`config.mk`:
```
export PLATFORM = sky130hd
export DESIGN_NAME = addsub_cla_pipe
export DESIGN_NICKNAME = d
export VERILOG_FILES = /design/src/rtl/addsub_cla_pipe_pkg.sv /design/src/rtl/addsub_cla_pipe_cla_group.sv /design/src/rtl/addsub_cla_pipe.sv
export SDC_FILE = /design/constraint.sdc
export NUM_CORES = 1
export LEC_CHECK = 0
export BUFFER_PORTS_ARGS = -buffer_cell sky130_fd_sc_hd__buf_2
export CORE_UTILIZATION = 40
export DETAILED_ROUTE_END_ITERATION = 12
export PLACE_DENSITY_LB_ADDON = 0.3
export SLEW_MARGIN = 20
export SYNTH_ARGS = -nofsm -noshare
export SYNTH_HDL_FRONTEND = slang
export SYNTH_SLANG_ARGS = --single-unit
```
`constraint.sdc`:
```
create_clock -name clk_i -period 4 [get_ports clk_i]
set_input_delay 0.4 -clock clk_i [delete_from_list [all_inputs] [get_ports clk_i]]
set_output_delay 0.4 -clock clk_i [all_outputs]
set_load 0.03 [all_outputs]
```
`src/rtl/addsub_cla_pipe_pkg.sv`:
```
// Shared types and elaboration helpers for the pipelined carry-lookahead adder-subtractor.
package addsub_pkg;

  typedef enum logic {
    OP_ADD = 1'b0,
    OP_SUB = 1'b1
  } op_e;

  typedef struct packed {
    logic c;
    logic ovf;
    logic z;
  } flags_t;

  localparam int CLA_GROUP = 4;

  // Legal when the operand splits into whole groups and the groups split evenly across stages.
  function automatic bit stages_legal(input int width, input int group, input int stages);
    if (width <= 0 || group <= 0 || stages <= 0) begin
      return 1'b0;
    end else begin
      return ((width % group) == 0) && (((width / group) % stages) == 0);
    end
  endfunction

endpackage

```
`src/rtl/addsub_cla_pipe_cla_group.sv`:
```
// One 4-bit carry-lookahead group: sum bits plus group propagate/generate for the next level.
module cla_group
  import addsub_pkg::*;
(
  input  logic [CLA_GROUP-1:0] a,
  input  logic [CLA_GROUP-1:0] b,
  input  logic                 cin,
  output logic [CLA_GROUP-1:0] s,
  output logic                 p,
  output logic                 g,
  output logic                 cout
);

  logic [CLA_GROUP-1:0] pb;
  logic [CLA_GROUP-1:0] gb;
  logic [CLA_GROUP-1:0] c;

  always_comb begin
    pb   = a ^ b;
    gb   = a & b;
    c[0] = cin;
    c[1] = gb[0] | (pb[0] & cin);
    c[2] = gb[1] | (pb[1] & gb[0]) | (pb[1] & pb[0] & cin);
    c[3] = gb[2] | (pb[2] & gb[1]) | (pb[2] & pb[1] & gb[0]) | (pb[2] & pb[1] & pb[0] & cin);
    g    = gb[3] | (pb[3] & gb[2]) | (pb[3] & pb[2] & gb[1]) | (pb[3] & pb[2] & pb[1] & gb[0]);
    p    = &pb;
    cout = g | (p & cin);
    s    = pb ^ c;
  end

endmodule

```
`src/rtl/addsub_cla_pipe.sv`:
```
// Pipelined WIDTH-bit adder-subtractor; each stage resolves a slice of CLA groups.
// Optional ADDSUB_SAT_EN adds sat_i and clamps overflowing results.
module addsub_cla_pipe
  import addsub_pkg::*;
#(
  parameter int WIDTH  = 16,
  parameter int GROUP  = 4,
  parameter int STAGES = 2
) (
  input  logic             clk_i,
  input  logic             rst_i,
  input  logic             valid_i,
  output logic             ready_o,
  input  logic             sub_i,
  input  logic             c_i,
  input  logic [WIDTH-1:0] a_i,
  input  logic [WIDTH-1:0] b_i,
`ifdef ADDSUB_SAT_EN
  input  logic             sat_i,
`endif
  output logic             valid_o,
  input  logic             ready_i,
  output logic [WIDTH-1:0] s_o,
  output logic             c_o,
  output logic             ovf_o,
  output logic             z_o
);

  localparam int NGRP = WIDTH / GROUP;
  localparam int GPS  = NGRP / STAGES;
  localparam int NREG = (STAGES > 1) ? STAGES - 1 : 1;
  localparam int L    = STAGES - 1;

  if (!stages_legal(WIDTH, GROUP, STAGES) || GROUP != CLA_GROUP) begin : g_bad_cfg
    $error("addsub_cla_pipe: WIDTH/GROUP/STAGES combination is not supported");
  end

  logic   adv_s;
  logic   accept_s;
  logic   sat_in_s;
  op_e    op_s;

  logic [STAGES-1:0]            st_vld, st_c, st_sat, res_c;
  logic [STAGES-1:0][WIDTH-1:0] st_a, st_bx, st_s, res_s;
  logic [NGRP-1:0][GROUP-1:0]   grp_s;

  logic [NREG-1:0]            vld_q, vld_d, c_q, c_d, sat_q, sat_d;
  logic [NREG-1:0][WIDTH-1:0] a_q, a_d, bx_q, bx_d, s_q, s_d;

  logic             out_vld_q, out_vld_d;
  logic [WIDTH-1:0] out_s_q, out_s_d;
  flags_t           out_f_q, out_f_d;
  logic [WIDTH-1:0] fin_s;
  flags_t           fin_f;

  always_comb begin
    adv_s    = !out_vld_q || ready_i;
    accept_s = valid_i && adv_s;
    op_s     = op_e'(sub_i);
`ifdef ADDSUB_SAT_EN
    sat_in_s = sat_i;
`else
    sat_in_s = 1'b0;
`endif
  end

  // Subtraction is folded in up front: B is inverted and the borrow becomes an inverted carry.
  always_comb begin
    st_vld[0] = accept_s;
    st_a[0]   = a_i;
    st_bx[0]  = (op_s == OP_SUB) ? ~b_i : b_i;
    st_c[0]   = (op_s == OP_SUB) ? !c_i : c_i;
    st_s[0]   = {WIDTH{1'b0}};
    st_sat[0] = sat_in_s;
    for (int k = 1; k < STAGES; k++) begin
      st_vld[k] = vld_q[k-1];
      st_a[k]   = a_q[k-1];
      st_bx[k]  = bx_q[k-1];
      st_s[k]   = s_q[k-1];
      st_c[k]   = c_q[k-1];
      st_sat[k] = sat_q[k-1];
    end
  end

  for (genvar g = 0; g < NGRP; g++) begin : g_grp
    localparam int K = g / GPS;
    logic ci_s, prop_s, gen_s, unused_co_s;

    if ((g % GPS) == 0) begin : g_first
      assign ci_s = st_c[K];
    end else begin : g_next
      assign ci_s = g_grp[g-1].gen_s | (g_grp[g-1].prop_s & g_grp[g-1].ci_s);
    end

    if ((g % GPS) == GPS - 1) begin : g_last
      assign res_c[K] = gen_s | (prop_s & ci_s);
    end

    cla_group u_grp (
      .a    (st_a[K][g*GROUP +: GROUP]),
      .b    (st_bx[K][g*GROUP +: GROUP]),
      .cin  (ci_s),
      .s    (grp_s[g]),
      .p    (prop_s),
      .g    (gen_s),
      .cout (unused_co_s)
    );
  end

  always_comb begin
    for (int k = 0; k < STAGES; k++) begin
      res_s[k] = st_s[k];
      for (int j = 0; j < GPS; j++) begin
        res_s[k][(k*GPS+j)*GROUP +: GROUP] = grp_s[k*GPS+j];
      end
    end
  end

  always_comb begin
    if (adv_s) begin
      vld_d = vld_q;
      a_d   = a_q;
      bx_d  = bx_q;
      s_d   = s_q;
      c_d   = c_q;
      sat_d = sat_q;
      for (int k = 0; k < STAGES - 1; k++) begin
        vld_d[k] = st_vld[k];
        a_d[k]   = st_a[k];
        bx_d[k]  = st_bx[k];
        s_d[k]   = res_s[k];
        c_d[k]   = res_c[k];
        sat_d[k] = st_sat[k];
      end
    end else begin
      vld_d = vld_q;
      a_d   = a_q;
      bx_d  = bx_q;
      s_d   = s_q;
      c_d   = c_q;
      sat_d = sat_q;
    end
  end

  // On overflow both effective operands share a sign, and that sign is the true result's sign.
  always_comb begin
    fin_f.c   = res_c[L];
    fin_f.ovf = (st_a[L][WIDTH-1] == st_bx[L][WIDTH-1]) &&
                (res_s[L][WIDTH-1] != st_a[L][WIDTH-1]);
    if (st_sat[L] && fin_f.ovf) begin
      fin_s = {st_a[L][WIDTH-1], {(WIDTH-1){~st_a[L][WIDTH-1]}}};
    end else begin
      fin_s = res_s[L];
    end
    fin_f.z = (fin_s == {WIDTH{1'b0}});
  end

  always_comb begin
    if (adv_s) begin
      out_vld_d = st_vld[L];
      if (st_vld[L]) begin
        out_s_d = fin_s;
        out_f_d = fin_f;
      end else begin
        out_s_d = out_s_q;
        out_f_d = out_f_q;
      end
    end else begin
      out_vld_d = out_vld_q;
      out_s_d   = out_s_q;
      out_f_d   = out_f_q;
    end
  end

  always_ff @(posedge clk_i) begin
    if (rst_i) begin
      vld_q     <= {NREG{1'b0}};
      c_q       <= {NREG{1'b0}};
      sat_q     <= {NREG{1'b0}};
      a_q       <= '0;
      bx_q      <= '0;
      s_q       <= '0;
      out_vld_q <= 1'b0;
      out_s_q   <= {WIDTH{1'b0}};
      out_f_q   <= '0;
    end else begin
      vld_q     <= vld_d;
      c_q       <= c_d;
      sat_q     <= sat_d;
      a_q       <= a_d;
      bx_q      <= bx_d;
      s_q       <= s_d;
      out_vld_q <= out_vld_d;
      out_s_q   <= out_s_d;
      out_f_q   <= out_f_d;
    end
  end

  always_comb begin
    ready_o = adv_s;
    valid_o = out_vld_q;
    s_o     = out_s_q;
    c_o     = out_f_q.c;
    ovf_o   = out_f_q.ovf;
    z_o     = out_f_q.z;
  end

endmodule

```
# Word-level counts from Yosys, hierarchy flattened

Index checks and enable logic that the tools add are counted.

Register bits: 62
Output and inout bits: 21
Bits of input ports: 38
Logic and storage cells: 138

Muxes and demuxes: 2
Equal/unequal tests: 2
Reductions and logical operators: 11
Bitwise operators: 113

Operators with widths:

| kind                  | count |
|---|---|
| 1-bit bitwise AND     | 60 |
| 1-bit bitwise OR      | 40 |
| 4-bit XOR             | 8 |
| 4-bit bitwise AND     | 4 |
| 16-bit zero test      | 1 |
| 16-bit 2-to-1 mux     | 1 |
| 16-bit NOT            | 1 |
| 4-bit AND reduction   | 4 |
| 1-bit logical AND     | 2 |
| 1-bit zero test       | 2 |
| 2-bit AND reduction   | 1 |
| 1-bit == test         | 1 |
| 1-bit logical OR      | 1 |
| 1-bit 2-to-1 mux      | 1 |
| 1-bit inequality test | 1 |

# Logic depth before layout (Yosys ltp)

Depth in word-level cells: 11
Depth in mapped cells: 12
Gate-level depth less buffers: 10

# Modules after synthesis

Synthesis repeated with hierarchy kept, for this count alone.

Cell total of the unflattened synthesis: 316
Area total of the unflattened synthesis: 2760.1 µm²

Modules (own cells, without submodules):

| module          | cells an instance | area each (µm²) | seq. area each (µm²) | instances |
|---|---|---|---|---|
| addsub_cla_pipe | 228               | 1984.4          | 920.9                | 1 |
| cla_group       | 22                | 193.9           | 0.0                  | 4 |

# Least setup slack after synthesis

OpenSTA, ideal clock, no wires.

Path kind: input-to-reg
Start: input sub_i
End: register s_q[4] (netlist bit)
Path slack: 1.278 ns
Data required time: 3.914 ns
Library setup time: 0.086 ns
Data arrival time: 2.636 ns
Path buffers: 2
Stages: 10
Cell sequence: buf_6 buf_2 xor2_1 ha_1 a21o_1 a221oi_2 inv_1 a21oi_1 fa_1 a211oi_1

Word-level cells in the longest chain between the ends: 8
Elaborated cells on any way between the ends: 17
Those cells by class: mux: 2; bitwise: 14; reduce/logical: 1

RTL lines:

| what                                                                      | RTL line                                                         | RTL |
|---|---|---|
| start: declaration                                                        | addsub_cla_pipe.sv:14                                            | `input logic sub_i,` |
| 16-bit 2-to-1 mux                                                         | addsub_cla_pipe.sv:71                                            | `st_bx[0] = (op_s == OP_SUB) ? ~b_i : b_i;` |
| 4-bit XOR / 4-bit bitwise AND (equally long branches)                     | addsub_cla_pipe_cla_group.sv:19, addsub_cla_pipe_cla_group.sv:20 |  |
| 1-bit bitwise AND                                                         | addsub_cla_pipe_cla_group.sv:25                                  | `g = gb[3] \| (pb[3] & gb[2]) \| (pb[3] & pb[2] & gb[1]) \| (pb[3] & pb[2] & pb[1] & gb[0]);` |
| 1-bit bitwise OR / 1-bit bitwise AND (equally long branches) (2 in a row) | addsub_cla_pipe_cla_group.sv:25                                  |  |
| 1-bit bitwise OR                                                          | addsub_cla_pipe_cla_group.sv:25                                  |  |
| 1-bit bitwise OR                                                          | -                                                                |  |
| 4-bit XOR *                                                               | addsub_cla_pipe_cla_group.sv:28                                  | `s = pb ^ c;` |
| end signal: assignment                                                    | addsub_cla_pipe.sv:182                                           | `s_q <= '0;` |
| end signal: assignment                                                    | addsub_cla_pipe.sv:192                                           | `s_q <= s_d;` |
| end: declaration                                                          | addsub_cla_pipe.sv:48                                            | `logic [NREG-1:0][WIDTH-1:0] a_q, a_d, bx_q, bx_d, s_q, s_d;` |

Mark *: on every way between the ends. The rest lies on a longest branch, timed or not.
A chain may end at the register's enable or synchronous reset.

# Final worst setup path

Start: register a_q[8] (netlist bit)
End: register out_f_q, in the netlist z_o

Elaborated cells on any way between the ends: 28
Those cells by class: bitwise: 26; reduce/logical: 2

RTL lines:

| what                                                            | RTL line                                                         | RTL |
|---|---|---|
| start: declaration                                              | addsub_cla_pipe.sv:48                                            |  |
| start signal: assignment                                        | addsub_cla_pipe.sv:180                                           | `a_q <= '0;` |
| start signal: assignment                                        | addsub_cla_pipe.sv:190                                           | `a_q <= a_d;` |
| 4-bit XOR / 4-bit bitwise AND (equally long branches)           | addsub_cla_pipe_cla_group.sv:19, addsub_cla_pipe_cla_group.sv:20 |  |
| 4-bit AND reduction / 1-bit bitwise AND (equally long branches) | addsub_cla_pipe_cla_group.sv:26, addsub_cla_pipe_cla_group.sv:25 |  |
| 1-bit bitwise AND / 1-bit bitwise OR (equally long branches)    | -                                                                |  |
| 1-bit bitwise OR *                                              | -                                                                |  |
| 4-bit XOR *                                                     | addsub_cla_pipe_cla_group.sv:28                                  |  |
| net fin_s[12]                                                   | addsub_cla_pipe.sv:53                                            | `logic [WIDTH-1:0] fin_s;` |
| 16-bit zero test *                                              | addsub_cla_pipe.sv:155                                           | `fin_f.z = (fin_s == {WIDTH{1'b0}});` |
| end signal: assignment                                          | addsub_cla_pipe.sv:195                                           | `out_f_q <= out_f_d;` |
| end: declaration                                                | addsub_cla_pipe.sv:52                                            | `flags_t out_f_q, out_f_d;` |

The timed path passes the listed nets; every way through them passes the cells marked *.

==> flow_summary.yaml <==
logic_synthesis:
  synthFlopType: "dfxtp_1"
  synthMostInstantiatedCell: "nand2_1"
  synth_seq_cells: 46
  synth_fp_nets: 348
  seq_area_frac_synth: 0.3691
  synth.mux.area_fraction: 0.004012
  synth_edf_count: 0
  ys_types: 46
  avgSynthCellArea_um2: 8.603
  yosys.area_share.adder: 0.1123
  ys.warnings.count: 0
  syn_area_mm2: 0.002495
  synth_xor_area_frac: 0.09880
  synth_compound_area_frac: 0.1866
  yosys.area_share.simple: 0.1810
  synth_area_leaders: "dfxtp_1 (37%), nand2_1 (8.1%), ha_1 (8.0%), a21oi_1 (6.2%), xnor2_1 (4.6%)"
  ys_async_sr_fraction: 0
  synth_top_area_share: 0.3691
  yosysTopAreaCell: "dfxtp_1"
  syn_inst: 290
  synth_top_family_by_area: "compound AO/OA/AOI/OAI gates"
  synth_common_cells: "nand2_1 (54), dfxtp_1 (46), a21oi_1 (31), nor2_1 (18), ha_1 (16)"
placement:
  port_buffers: 58
  placed_cell_area_mm2: 0.002811
  place_inst: 407
  dp_hpwl_mm: 3.904
  gp_congestion: 0.9236
floorplanning:
  coreArea_mm2: 0.005956
  num_io_pins: 59
  die_h_um: 80.98
  rows: 28
  die_area_mm2: 0.006557
  die_w_um: 80.98
  initial_core_util: 0.4189
timing:
  slew_viol_final: 0
  period_minus_slack_ns: 2.778
  fin_setup_tns_ns: 0
  slew-limit-headroom: 0.4382
  hold_slack_ns: 0.3308
  fin_crit_sh: 0.6945
  rsz0062_at_grt: "no"
  setup_violations: 0
  worst_pin_slew_ns: 0.8427
  finalHoldViolCount: 0
  max_freq_ghz: 0.3600
  finClkSkew_ns: 0.006773
detailed_routing:
  routed_wl_mm: 5.126
  vias: 2100
  viasPerCell: 5.060
  first_pass_iters: 4
  postRouteAntennaNets: 0
  drc: 0
  drtIter0Drc: 115
  routedWlPerCell_um: 12.35
clocking:
  clock_latency_ns: 0.30
  cts_tree: "built"
  post_cts_buffers: 0
  clk_path_buf_depth: 2
  htreeDepth: 2
  cts_resized: 0
  clk_pin_slew_ns: 0.08
  cts_hold_buf: 0
  numCtsBuffers: 5
  cts_sinks: 46
  root_buffer: "clkbuf_8"
status:
  status: "complete, no violations"
cells_and_area:
  area_growth_pct: 16.50
  layout.nets: 397
  final_util: 0.4880
  n_antenna_cell: 0
  drive_gt1_frac: 0.2294
  stdcell_area_mm2: 0.002907
  final_cells: 415
grt:
  grt_pass1_wl_mm: 8.818
  grt_pass1_vias: 1862
  track_usage: 0.1737
  antenna_found_initial: 0
  grt_max_degree: 47
  overflow: 0
critical_path:
  worstSetupStartpointType: "flip-flop"
  criticalPathCategory: "reg -> reg"
  cp_max_fo: 3
  endpoint_kind: "flip-flop"
  required_ns: 4.24
  arrival_ns: 3.02
power_and_ir_drop:
  powerDensity_mw_per_mm2: 380.0
  ir_drop_v: 0.0001643
  cellLeakagePower_nw: 1.316
flow_run:
  drv_cap: 0
worst_hold_path:
  hold_path_class: "in -> reg"
==> metrics by stage <==
step                setup slack [ns]  total power [W]
finish                         1.222         0.001104
global route                   1.007         0.001173
CTS                            1.228         0.001113
detailed placement             1.034        0.0008246
global placement               1.142        0.0008185
floorplan                      1.278        0.0007478
==> state kept, by name, summed over array words and instances (netlist names) <==
name	cells
a_q	8
bx_q	8
c_o	1
c_q	1
ovf_o	1
s_o	16
s_q	8
valid_o	1
vld_q	1
z_o	1
==> power breakdown <==
group / switching (W) / total [W] / internal [W] / leakage, nW
sequential: 0.0000291 / 0.000528 / 0.000499 / 0.379
combinational: 0.000166 / 0.000286 / 0.000119 / 0.889
clock: 0.000152 / 0.000290 / 0.000139 / 0.0472
total: 0.000347 / 0.00110 / 0.000757 / 1.32
==> worst max-delay path: stages (launching register included) <==
cell,delay [ns]
dfxtp_1,0.34
ha_1,0.29
a211oi_1,0.36
o21bai_1,0.17
a21o_1,0.21
fa_1,0.45
or4b_1,0.52
nor4_1,0.24
a21o_1,0.15
==> layer usage <==
layer	vias to the layer above	routed length [um]	global-route usage
li1	1102	-	-
met1	928	2642	0.2526
met2	63	2090	0.2546
met3	7	311	0.02921
met4	0	82	0.06429
met5	-	0	0
==> layout make-up <==
cell class | instances | area (um2)
fill | 621 | 3049
multi-input combinational | 215 | 1454
sequential | 46 | 920.9
timing repair buffer | 59 | 297.8
tap | 75 | 93.84
clock buffer | 6 | 82.58
inverter | 12 | 45.04
clock inverter | 2 | 12.51
==> placed cells by master, fill, tap and decap left out, types with 2 or more instances in the layout <==
master     n
a21o_1     4
ha_1      16
inv_1     11
nor2_1    18
nor4_1     3
a221oi_2   2
o21ai_0    4
or4_1      3
xnor2_1   13
nand4_1    3
fa_1       4
nor4b_1    2
nand2_1   54
and3_1     2
nand3_1    6
a211oi_1  12
buf_2     58
o211ai_1   3
dfxtp_1   46
a21oi_1   31
xor2_1    12
a31oi_1    2
clkbuf_8   6
nand2b_1   2
==> cells by family (layout without fill, tap and decap cells) <==
logic type	Yosys count	count (layout)
compound gates	68	68
xor+xnor	26	26
fa+ha+maj	20	20
buf+inv	29	79
flops	46	46
mux	1	1
simple gates	100	100
==> worst paths after layout <==
| check | cells past startpoint | slack (ns) | startpoint | to |
|---|---|---|---|---|
| setup / recovery | 8 | 1.22 | a_q[8] | z_o |
| hold reg to reg | 2 | 0.45 | s_o[6] | s_o[6] |
| hold / removal | 3 | 0.33 | a_i[11] | a_q[11] |
| setup reg to reg | 8 | 1.22 | a_q[8] | z_o |
Power figures use the tool's default switching activity.
